### src/rtl/prj1_host_pkg.sv
// prj1_host_pkg
// Shared definitions for the FFT/NTT host driver: FSM state encoding,
// command opcode, control register address and terminal beat counts.
// Optional feature macro used by the driver: PRJ1_HOST_TLAST_CHECK_EN.
package prj1_host_pkg;

  typedef enum logic [3:0] {
    ST_IDLE,
    ST_CMD,
    ST_DATA,
    ST_COLLECT,
    ST_POLL_AR,
    ST_POLL_R,
    ST_POLL_GAP,
    ST_RELEASE,
    ST_DONE
  } state_e;

  localparam logic [1:0]  CMD_OPCODE    = 2'b01;
  localparam logic [11:0] REG_CTRL_ADDR = 12'h000;
  localparam logic [11:0] FFT_BEATS     = 12'd2047;
  localparam logic [11:0] NTT_BEATS     = 12'd1023;

  // Terminal beat index for a job; mode[1] selects NTT.
  function automatic logic [11:0] term_count(input logic is_ntt);
    return is_ntt ? NTT_BEATS : FFT_BEATS;
  endfunction

endpackage

### src/rtl/prj1_host_axil.sv
// prj1_host_axil
// Single-transaction AXI-Lite master. A one-cycle i_req starts either a
// read (i_we=0) or a write (i_we=1) whose AW and W channels are raised
// together and dropped together on the first cycle both are accepted.
// All AXI-Lite outputs are registered; o_ack pulses in the cycle the
// transaction completes (R handshake or joint AW/W handshake) and
// o_rdata carries the read word in that cycle.
// Ports:
//   axi_clk, rst           clock, asynchronous active-high reset
//   i_req, i_we            start request / write select
//   i_addr, i_wdata        transaction address / write data
//   o_ack, o_rdata         completion pulse / read data
//   o_aw*, o_w*, i_awready, i_wready   write address + data channels
//   o_ar*, i_arready, i_rvalid, i_rdata, o_rready   read channels
module prj1_host_axil #(
  parameter int pDATA_WIDTH = 32,
  parameter int pADDR_WIDTH = 12
) (
  input  logic                       axi_clk,
  input  logic                       rst,
  input  logic                       i_req,
  input  logic                       i_we,
  input  logic [pADDR_WIDTH-1:0]     i_addr,
  input  logic [pDATA_WIDTH-1:0]     i_wdata,
  output logic                       o_ack,
  output logic [pDATA_WIDTH-1:0]     o_rdata,
  output logic                       o_awvalid,
  output logic [pADDR_WIDTH-1:0]     o_awaddr,
  input  logic                       i_awready,
  output logic                       o_wvalid,
  output logic [pDATA_WIDTH-1:0]     o_wdata,
  output logic [pDATA_WIDTH/8-1:0]   o_wstrb,
  input  logic                       i_wready,
  output logic                       o_arvalid,
  output logic [pADDR_WIDTH-1:0]     o_araddr,
  input  logic                       i_arready,
  input  logic                       i_rvalid,
  input  logic [pDATA_WIDTH-1:0]     i_rdata,
  output logic                       o_rready
);

  logic                     r_awvalid;
  logic                     r_wvalid;
  logic [pADDR_WIDTH-1:0]   r_awaddr;
  logic [pDATA_WIDTH-1:0]   r_wdata;
  logic [pDATA_WIDTH/8-1:0] r_wstrb;
  logic                     r_arvalid;
  logic [pADDR_WIDTH-1:0]   r_araddr;
  logic                     r_rready;
  logic                     w_wr_hs;
  logic                     w_rd_hs;

  // The responder only accepts AW and W in the same cycle.
  assign w_wr_hs = r_awvalid && r_wvalid && i_awready && i_wready;
  assign w_rd_hs = r_rready && i_rvalid;

  always_ff @(posedge axi_clk or posedge rst) begin
    if (rst) begin
      r_awvalid <= 1'b0;
      r_wvalid  <= 1'b0;
      r_awaddr  <= '0;
      r_wdata   <= '0;
      r_wstrb   <= '0;
      r_arvalid <= 1'b0;
      r_araddr  <= '0;
      r_rready  <= 1'b0;
    end else begin
      if (i_req) begin
        if (i_we) begin
          r_awvalid <= 1'b1;
          r_wvalid  <= 1'b1;
          r_awaddr  <= i_addr;
          r_wdata   <= i_wdata;
          r_wstrb   <= '1;
        end else begin
          r_arvalid <= 1'b1;
          r_araddr  <= i_addr;
        end
      end
      if (r_arvalid && i_arready) begin
        r_arvalid <= 1'b0;
        r_rready  <= 1'b1;
      end
      if (w_rd_hs) begin
        r_rready <= 1'b0;
      end
      if (w_wr_hs) begin
        r_awvalid <= 1'b0;
        r_wvalid  <= 1'b0;
      end
    end
  end

  assign o_ack     = w_rd_hs || w_wr_hs;
  assign o_rdata   = i_rdata;
  assign o_awvalid = r_awvalid;
  assign o_awaddr  = r_awaddr;
  assign o_wvalid  = r_wvalid;
  assign o_wdata   = r_wdata;
  assign o_wstrb   = r_wstrb;
  assign o_arvalid = r_arvalid;
  assign o_araddr  = r_araddr;
  assign o_rready  = r_rready;

endmodule

### src/rtl/prj1_host_driver.sv
// prj1_host_driver
// Host-side initiator for the FFT/NTT user project. One start runs a job:
// command beat + payload out on ss_*, result in on sm_* (forwarded to
// dst_*), AXI-Lite polling of the control register until bit 0 is set,
// then a write of 1 to release the project.
// Optional feature: define PRJ1_HOST_TLAST_CHECK_EN to compare sm_tlast
// against the terminal beat during COLLECT and flag mismatches on err.
// Ports:
//   axi_clk, rst         clock, asynchronous active-high reset
//   start, mode          job request (IDLE only) and mode (mode[1]=NTT)
//   busy, done, err      job in flight / end pulse / sticky error
//   src_*  -> ss_*       payload path into the user project
//   sm_*   -> dst_*      result path out of the user project
//   aw*, w*, ar*, r*     AXI-Lite master towards the user project
import prj1_host_pkg::*;

module prj1_host_driver #(
  parameter int pDATA_WIDTH = 32,
  parameter int pADDR_WIDTH = 12,
  parameter int pPOLL_GAP   = 16
) (
  input  logic                     axi_clk,
  input  logic                     rst,
  input  logic                     start,
  input  logic [1:0]               mode,
  output logic                     busy,
  output logic                     done,
  output logic                     err,
  input  logic                     src_tvalid,
  output logic                     src_tready,
  input  logic [pDATA_WIDTH-1:0]   src_tdata,
  output logic                     ss_tvalid,
  input  logic                     ss_tready,
  output logic [pDATA_WIDTH-1:0]   ss_tdata,
  output logic                     ss_tlast,
  input  logic                     sm_tvalid,
  output logic                     sm_tready,
  input  logic [pDATA_WIDTH-1:0]   sm_tdata,
  input  logic                     sm_tlast,
  output logic                     dst_tvalid,
  input  logic                     dst_tready,
  output logic [pDATA_WIDTH-1:0]   dst_tdata,
  output logic                     awvalid,
  output logic [pADDR_WIDTH-1:0]   awaddr,
  input  logic                     awready,
  output logic                     wvalid,
  output logic [pDATA_WIDTH-1:0]   wdata,
  output logic [pDATA_WIDTH/8-1:0] wstrb,
  input  logic                     wready,
  output logic                     arvalid,
  output logic [pADDR_WIDTH-1:0]   araddr,
  input  logic                     arready,
  input  logic                     rvalid,
  input  logic [pDATA_WIDTH-1:0]   rdata,
  output logic                     rready
);

  localparam int GAP_W = $clog2(pPOLL_GAP) + 1;

  state_e                 r_state;
  logic [1:0]             r_mode;
  logic [11:0]            r_cnt;
  logic [GAP_W-1:0]       r_gap;
  logic                   r_busy;
  logic                   r_done;
  logic                   r_err;

  logic                   w_term;
  logic                   w_data_hs;
  logic                   w_coll_hs;
  logic                   w_coll_end;
  logic                   w_coll_err;
  logic                   w_req;
  logic                   w_we;
  logic                   w_ack;
  logic [pDATA_WIDTH-1:0] w_rdata;
  logic                   w_unused;

  assign w_term    = (r_cnt == term_count(r_mode[1]));
  assign w_data_hs = (r_state == ST_DATA) && src_tvalid && ss_tready;
  assign w_coll_hs = (r_state == ST_COLLECT) && sm_tvalid && dst_tready;

  // Sink for inputs the FSM does not consume in every build.
  assign w_unused = &{1'b0, sm_tlast, w_rdata[pDATA_WIDTH-1:1]};

  // End-of-collect decision; with the tlast check an early tlast also ends
  // the phase, and a missing tlast on the terminal beat is only flagged.
  always_comb begin
    w_coll_end = 1'b0;
    w_coll_err = 1'b0;
    if (w_coll_hs) begin
`ifdef PRJ1_HOST_TLAST_CHECK_EN
      if (w_term) begin
        w_coll_end = 1'b1;
        w_coll_err = !sm_tlast;
      end else if (sm_tlast) begin
        w_coll_end = 1'b1;
        w_coll_err = 1'b1;
      end
`else
      w_coll_end = w_term;
`endif
    end
  end

  // AXI-Lite requests are issued on the transition into POLL_AR/RELEASE so
  // the registered valids are already high in the first cycle of the state.
  always_comb begin
    w_req = 1'b0;
    w_we  = 1'b0;
    case (r_state)
      ST_COLLECT:  w_req = w_coll_end;
      ST_POLL_R: begin
        if (w_ack && w_rdata[0]) begin
          w_req = 1'b1;
          w_we  = 1'b1;
        end
      end
      ST_POLL_GAP: w_req = (r_gap == '0);
      default:     w_req = 1'b0;
    endcase
  end

  always_ff @(posedge axi_clk or posedge rst) begin
    if (rst) begin
      r_state <= ST_IDLE;
      r_mode  <= 2'b00;
      r_cnt   <= '0;
      r_gap   <= '0;
      r_busy  <= 1'b0;
      r_done  <= 1'b0;
      r_err   <= 1'b0;
    end else begin
      r_done <= 1'b0;
      case (r_state)
        ST_IDLE: begin
          if (start) begin
            r_mode  <= mode;
            r_cnt   <= '0;
            r_err   <= 1'b0;
            r_busy  <= 1'b1;
            r_state <= ST_CMD;
          end
        end
        ST_CMD: begin
          if (ss_tready) r_state <= ST_DATA;
        end
        ST_DATA: begin
          if (w_data_hs) begin
            if (w_term) begin
              r_cnt   <= '0;
              r_state <= ST_COLLECT;
            end else begin
              r_cnt <= r_cnt + 12'd1;
            end
          end
        end
        ST_COLLECT: begin
          if (w_coll_err) r_err <= 1'b1;
          if (w_coll_end) begin
            r_state <= ST_POLL_AR;
          end else if (w_coll_hs) begin
            r_cnt <= r_cnt + 12'd1;
          end
        end
        ST_POLL_AR: begin
          if (arready) r_state <= ST_POLL_R;
        end
        ST_POLL_R: begin
          if (w_ack) begin
            if (w_rdata[0]) begin
              r_state <= ST_RELEASE;
            end else begin
              r_gap   <= GAP_W'(pPOLL_GAP - 1);
              r_state <= ST_POLL_GAP;
            end
          end
        end
        ST_POLL_GAP: begin
          if (r_gap == '0) r_state <= ST_POLL_AR;
          else r_gap <= r_gap - GAP_W'(1);
        end
        ST_RELEASE: begin
          if (w_ack) begin
            r_busy  <= 1'b0;
            r_done  <= 1'b1;
            r_state <= ST_DONE;
          end
        end
        ST_DONE: r_state <= ST_IDLE;
        default: r_state <= ST_IDLE;
      endcase
    end
  end

  // Stream paths: registered state selects, data passes straight through.
  always_comb begin
    src_tready = 1'b0;
    ss_tvalid  = 1'b0;
    ss_tdata   = '0;
    ss_tlast   = 1'b0;
    sm_tready  = 1'b0;
    dst_tvalid = 1'b0;
    dst_tdata  = '0;
    case (r_state)
      ST_CMD: begin
        ss_tvalid = 1'b1;
        ss_tdata  = {{(pDATA_WIDTH-4){1'b0}}, CMD_OPCODE, r_mode};
      end
      ST_DATA: begin
        ss_tvalid  = src_tvalid;
        src_tready = ss_tready;
        ss_tdata   = src_tdata;
        ss_tlast   = w_term;
      end
      ST_COLLECT: begin
        dst_tvalid = sm_tvalid;
        sm_tready  = dst_tready;
        dst_tdata  = sm_tdata;
      end
      default: ss_tvalid = 1'b0;
    endcase
  end

  assign busy = r_busy;
  assign done = r_done;
  assign err  = r_err;

  prj1_host_axil #(
    .pDATA_WIDTH (pDATA_WIDTH),
    .pADDR_WIDTH (pADDR_WIDTH)
  ) u_axil (
    .axi_clk   (axi_clk),
    .rst       (rst),
    .i_req     (w_req),
    .i_we      (w_we),
    .i_addr    (pADDR_WIDTH'(REG_CTRL_ADDR)),
    .i_wdata   (pDATA_WIDTH'(1)),
    .o_ack     (w_ack),
    .o_rdata   (w_rdata),
    .o_awvalid (awvalid),
    .o_awaddr  (awaddr),
    .i_awready (awready),
    .o_wvalid  (wvalid),
    .o_wdata   (wdata),
    .o_wstrb   (wstrb),
    .i_wready  (wready),
    .o_arvalid (arvalid),
    .o_araddr  (araddr),
    .i_arready (arready),
    .i_rvalid  (rvalid),
    .i_rdata   (rdata),
    .o_rready  (rready)
  );

endmodule

### config.mk
export PLATFORM = sky130hd
export DESIGN_NAME = prj1_host_driver
export DESIGN_NICKNAME = d
export VERILOG_FILES = /design/src/rtl/prj1_host_pkg.sv /design/src/rtl/prj1_host_axil.sv /design/src/rtl/prj1_host_driver.sv
export SDC_FILE = /design/constraint.sdc
export NUM_CORES = 1
export LEC_CHECK = 0
export ABC_AREA = 1
export BUFFER_PORTS_ARGS = -buffer_cell sky130_fd_sc_hd__buf_2
export CORE_AREA = 2 2 94 96
export CTS_BUF_LIST = sky130_fd_sc_hd__clkbuf_8
export DETAILED_ROUTE_END_ITERATION = 8
export DIE_AREA = 0 0 96 98
export PLACE_DENSITY = 0.85
export RECOVER_POWER = 100
export REMOVE_ABC_BUFFERS = 1
export SYNTH_ARGS = -nofsm -noshare
export SYNTH_HDL_FRONTEND = slang
export SYNTH_SLANG_ARGS = --single-unit
export TNS_END_PERCENT = 10
### constraint.sdc
create_clock -name axi_clk -period 1.74 [get_ports axi_clk]
set_input_delay 0.087 -clock axi_clk [delete_from_list [all_inputs] [get_ports axi_clk]]
set_output_delay 0.087 -clock axi_clk [all_outputs]
set_load 0.005 [all_outputs]
After elaboration in Yosys (flattened, before gate mapping)

Index checks and enable logic that the tools add are counted.

Register bits after elaboration: 30

Reductions and logical operators: 27
Mux-type cells: 46
$add $sub $neg: 2
Equal/unequal tests: 22

Operators by type and width:

| kind                                                                   | count |
|---|---|
| 32-bit case mux with 2 select lines                                    | 1 |
| 12-bit two-way mux                                                     | 5 |
| 4-bit two-way mux                                                      | 9 |
| 12-bit case mux with 3 select lines                                    | 1 |
| 32-bit two-way mux                                                     | 1 |
| 4-bit case mux with 8 select lines                                     | 1 |
| 2-bit inequality test (second input constant)                          | 14 |
| 1-bit two-way mux                                                      | 20 |
| 4-bit by 3-bit equality test with 1-bit output (second input constant) | 4 |
| 5-bit two-way mux                                                      | 3 |
| 12-bit by 1-bit adder with 12-bit output (second input constant)       | 1 |
| 12-bit by 11-bit equality test with 1-bit output                       | 1 |
| 2-bit nonzero test                                                     | 6 |
| 11-bit two-way mux                                                     | 1 |
| 5-bit case mux with 2 select lines                                     | 1 |
| 1-bit logical AND                                                      | 9 |
| 9-bit AND reduction                                                    | 1 |
| 4-bit by 2-bit equality test with 1-bit output (second input constant) | 2 |
| 2-bit AND reduction                                                    | 4 |
| 5-bit logical NOT                                                      | 1 |
| 5-bit AND reduction                                                    | 1 |
| 5-bit by 1-bit subtractor with 5-bit output (second input constant)    | 1 |
| 4-bit by 1-bit equality test with 1-bit output (second input constant) | 1 |
| 4-bit logical NOT                                                      | 1 |
| other kinds (6)                                                        | 7 |

Logic depth before layout (Yosys ltp)

Depth in word-level cells: 9
Gate-level depth with buffers: 12
Mapped depth without buffers: 11

Modules after synthesis

From an unflattened synthesis, not the netlist that was laid out.

Cells, all modules: 712
Area, all modules: 5,018.6 µm²

Modules (own cells, without submodules):

| module           | seq. area each (µm²) | cells each | area each (µm²) | times used |
|---|---|---|---|---|
| prj1_host_axil   | 1,501.4              | 303        | 2,698.8         | 1 |
| prj1_host_driver | 625.6                | 409        | 2,319.7         | 1 |

Worst setup path after synthesis

Ideal clock, no wire load.

Path kind: register -> register
Start: register r_cnt[1]
End: register r_state[0]
Period minus slack after synthesis: 1.540 ns
Required time: 1.623 ns
Arrival time: 1.423 ns
Stages on the path, launching flop included: 12
Path slack: 0.200 ns
Setup time: 0.117 ns
Cells stage by stage: dfrtp_1 -> ha_1 -> nand3_2 -> nor2_2 -> nand2_2 -> buf_6 -> nand2_4 -> nand2_2 -> nand2_4 -> nand2_2 -> nand2_1 -> nand2_1

Longest elaborated chain between the ends: 4
Elaborated cells on any way between the ends: 5

RTL lines:

| item                                               | line                    | source |
|---|---|---|
| from (decl)                                        | prj1_host_driver.sv:62  | `logic [11:0] r_cnt;` |
| from (signal assigned)                             | prj1_host_driver.sv:154 | `r_cnt <= r_cnt + 12'd1;` |
| from (signal assigned)                             | prj1_host_driver.sv:163 | `r_cnt <= r_cnt + 12'd1;` |
| 12-bit by 11-bit equality test with 1-bit output * | prj1_host_driver.sv:79  | `assign w_term = (r_cnt == term_count(r_mode[1]));` |
| 1-bit two-way mux                                  | prj1_host_driver.sv:91  | `if (w_coll_hs) begin` |
| 2-bit inequality test (no line)                    | --                      |  |
| 9-bit AND reduction (no line) *                    | --                      |  |
| to (signal assigned)                               | prj1_host_driver.sv:126 | `r_state <= ST_IDLE;` |
| to (signal assigned)                               | prj1_host_driver.sv:142 | `r_state <= ST_CMD;` |
| to (signal assigned)                               | prj1_host_driver.sv:146 | `if (ss_tready) r_state <= ST_DATA;` |
| to (decl)                                          | prj1_host_driver.sv:60  | `state_e r_state;` |

Every way passes the cells marked *; elsewhere a longest branch is shown, timed or not.
A chain may end at the register's enable or synchronous reset.

Final worst setup path

Start: register r_cnt[1]
End: output ss_tlast

Longest elaborated chain between the ends: 2

RTL lines:

| item                                             | line                    | source |
|---|---|---|
| 12-bit by 11-bit equality test with 1-bit output | prj1_host_driver.sv:79  |  |
| 1-bit two-way mux                                | prj1_host_driver.sv:205 | `case (r_state)` |
| to (decl)                                        | prj1_host_driver.sv:35  | `output logic ss_tlast,` |

Every way passes these cells.

==> results_dict.tcl <==
set metrics [dict create \
    synth_fa_ha_area_share_pct 1.25 \
    nNetsFinal 760 \
    synthMostInstantiatedCell "sky130_fd_sc_hd__nand2_1" \
    global_route.overflow_total 0 \
    path_buf_inv 2 \
    htree_num_levels 2 \
    grt_pass1_vias 2632 \
    placementRows 34 \
    setup_repair_after_global_routing_missed_its_margin "true" \
    drt-vias-per-instance 4.20 \
    comb_power_share_pct 61.3 \
    ws_path_type "flop to output pin" \
    tightest_slew_ps 717 \
    power_internal_mw 2.11 \
    die_width_um 96 \
    ys.warnings.count 0 \
    synth.ff_latch_count 29 \
    route.detailed.drc 0 \
    antenna-diode-count 0 \
    critical_path_arrival_ps 1600 \
    cpLargestDelayFamily "simple AND/OR/NAND/NOR gates" \
    ir_drop_uv 802 \
    wire_per_inst_um 9.64 \
    critPathLaunch "r_cnt[1]$_DFFE_PP0P_" \
    remaining_max_slew_budget_at_the_tightest_pin_pct 52.2 \
    synth_mux_area_share_pct 0 \
    cts_inserted_buffers 5 \
    startpoint_of_the_lowest_slack_register_to_register_path "r_state[3]$_DFFE_PP0P_" \
    synthSimpleGateAreaFrac_pct 36.8 \
    routed-via-count 3178 \
    placed_cells_incl_taps 745 \
    setup-violations-final 0 \
    maximum_frequency_from_static_timing_analysis_mhz 591 \
    grt_antenna_before_repair 0 \
    synth.top_cells.by_area "sky130_fd_sc_hd__dfrtp_1, sky130_fd_sc_hd__buf_4, sky130_fd_sc_hd__nand2_1" \
    fin_worst_hold_slack_ps 1.50 \
    most_common_flop_cell_mapped_by_yosys "sky130_fd_sc_hd__dfrtp_1" \
    area_growth_pct 28.5 \
    drive_gt1_share_pct 35.3 \
    ys_types 36 \
    fp.dieArea_mm2 0.00941 \
    postSynthCellCount 483 \
    yosys.area_share.xor_xnor_pct 2.32 \
    netlist.area_leader.share_pct 24.1 \
    timing.setup.tns_ps 0 \
    hold_viol 0 \
    grtUsageTotal_pct 14.2 \
    final_core_utilization_pct 45.8 \
    totalWireLength_um 7290 \
    total_leakage_power_nw 2.60 \
    start_util_pct 35.6 \
    post-synth-top-area-cell "sky130_fd_sc_hd__dfrtp_1" \
    power_per_cell_area_mw_per_mm2 1040 \
    cts_sinks 29 \
    switchingPower_mw 1.93 \
    critPathMaxFanout 5 \
    placeableCoreArea_mm2 0.00847 \
    clock_skew_ps 7.21 \
    clkSlewWorstSetupHoldPaths_ps 70 \
    crit_required_ps 1650 \
    max_cap_viol_count 0 \
    cpPeakStageDelay_ps 400 \
    place_ws_ps 121 \
    postLayoutSetupSlackWorst_ps 48.8 \
    synth_enable_flop_cells 0 \
    boundaryPins 246 \
    cts_buffer_depth 2 \
    fillers 856 \
    cts-root-buf "sky130_fd_sc_hd__clkbuf_8" \
    layout_worst_path_cycle_share_pct 97.2 \
    hold_class "input pin to flop" \
    slew_violations 0 \
    grt_pass1_wl_um 11000 \
    hold_path.startpoint "mode[0]" \
    endpoint_kind "output pin" \
    dp_hpwl_um 5800 \
    largest_net_degree_at_the_start_of_global_routing 34 \
    drt_iter0_markers 145 \
    final_cell_count_no_fill 756 \
    die_h_um 98 \
    syn_avg_cell_area_um2 6.24 \
    asyncSetResetFlopFracSynth_pct 100 \
    drt-pass1-iter-count 4 \
    clk_latency_ps 290 \
    combined_area_of_all_synthesized_cells_mm2 0.00301 \
    post_route_minimum_period_ps 1690 \
    numPortBuffers 157 \
    sw_frac_of_total_pct 47.8 \
    clkPwrFrac_pct 13.6 \
    critical_path.startpoint_type "flop" \
    critical-path-slowest-cell "sky130_fd_sc_hd__dfrtp_1" \
    detail-route-antenna-nets 0 \
    power_frac_seq_pct 25.1 \
    result_of_the_run "complete, no violations" \
    largest_family_of_logic_cells_by_synthesized_area "simple AND/OR/NAND/NOR gates" \
    clock_tree_from_tritoncts "done" \
    synth-compound-area-share_pct 4.94 \
    gp_congestion 0.918 \
    synth_sequential_area_ratio_pct 24.1 \
    worstPathCellList "ha_2 > nand3_2 > nor2_4 > nand2_4 > buf_4 > nor2_1 > buf_2" \
    synth_top_cells_by_count "sky130_fd_sc_hd__nand2_1, sky130_fd_sc_hd__inv_1, sky130_fd_sc_hd__nor2_1" \
]
final cells by class:
class / count / area [um2] / area share, %
clock buffer: 5 / 68.8 / 1.78
clock inverter: 3 / 17.5 / 0.452
multi-input combinational: 334 / 1610 / 41.5
sequential: 29 / 728 / 18.8
inverter: 103 / 389 / 10.0
timing repair buffer: 174 / 927 / 23.9
tap: 108 / 135 / 3.49
metal layers:
metal	part of all wire, %	global-route usage, %	up-vias
met2	50	25.2	144
met3	8.0	2.31	7
li1	-	-	1630
met5	0	0	-
met4	0.78	2.86	0
met1	41	17.9	1397
power by group through the flow:
| stage | Combinational, mW | Sequential, mW | Clock, mW |
|---|---|---|---|
| 3_3_place_gp | 2.38 | 1.01 | 0 |
| 3_5_place_dp | 2.42 | 1.01 | 0 |
| 4_1_cts | 2.45 | 1.00 | 0.557 |
| 5_1_grt | 2.80 | 1.04 | 0.599 |
| 6_report | 2.48 | 1.01 | 0.548 |
| 2_1_floorplan | 1.50 | 0.981 | 0 |
registers in the layout, summed over array words and instances (netlist names):
| register | count |
|---|---|
| r_cnt | 12 |
| r_gap | 5 |
| r_state | 4 |
| r_mode | 2 |
| busy | 1 |
| done | 1 |
| u_axil.o_arvalid | 1 |
| u_axil.o_awvalid | 1 |
| u_axil.o_rready | 1 |
| u_axil.o_wdata | 1 |
stage by stage:
step | area [um2] | power (mW)
final | 3870 | 4.04
after global routing | 3870 | 4.44
after CTS | 3830 | 4.01
after detailed placement | 3730 | 3.43
after global placement | 3730 | 3.38
after floorplan | 2690 | 2.48
timing repair:
action	in CTS	in global routing
resized for setup	1	12
buffers inserted	1	1
hold buffers	1	0
pin swaps	0	2
hold endpoints to repair	29	0
setup endpoints to repair	4	59
cloned	0	0
cells in the final DEF (no fill, tap or decap), types with 7 or more instances in the layout:
cell / n
sky130_fd_sc_hd__nand4_1: 8
sky130_fd_sc_hd__buf_2: 155
sky130_fd_sc_hd__nor2_1: 77
sky130_fd_sc_hd__conb_1: 56
sky130_fd_sc_hd__inv_2: 7
sky130_fd_sc_hd__buf_4: 13
sky130_fd_sc_hd__inv_1: 94
sky130_fd_sc_hd__nand2_2: 17
sky130_fd_sc_hd__dfrtp_1: 27
sky130_fd_sc_hd__nand3_1: 19
sky130_fd_sc_hd__o21ai_0: 11
sky130_fd_sc_hd__nor2_4: 8
sky130_fd_sc_hd__nand2_1: 97
path summary, 6_finish.rpt:
kind | to | slack, ps | cells after the start
max | ss_tlast | 50 | 7
min | r_mode[0]$_DFFE_PP0P_ | 1 | 3
max reg2reg | r_cnt[8]$_DFFE_PP0P_ | 120 | 11
min reg2reg | r_mode[0]$_DFFE_PP0P_ | 500 | 2
max in group asynchronous | r_cnt[10]$_DFFE_PP0P_ | 700 | 4
min in group asynchronous | busy$_DFFE_PP0P_ | 530 | 4
cell families after synthesis:
logic type               count (synthesis)
AO/OA/AOI/OAI                           26
other                                    1
flip-flops                              29
AND/OR/NAND/NOR                        241
XOR/XNOR                                 8
adder cells (fa/ha/maj)                  3
buffers and inverters                  175
worst register-to-register path, cell delays in order (launching register included):
cell and delay (ps):
sky130_fd_sc_hd__dfrtp_1 440, sky130_fd_sc_hd__inv_2 120, sky130_fd_sc_hd__nand2_4 80, sky130_fd_sc_hd__nor2_1 190, sky130_fd_sc_hd__nand2_2 60, sky130_fd_sc_hd__nand2_1 60
sky130_fd_sc_hd__clkinv_1 120, sky130_fd_sc_hd__nand3_4 110, sky130_fd_sc_hd__nor2_4 50, sky130_fd_sc_hd__buf_4 160, sky130_fd_sc_hd__nand2_1 50, sky130_fd_sc_hd__o21ai_0 70
Note: power is estimated with default switching activity, not from simulation.
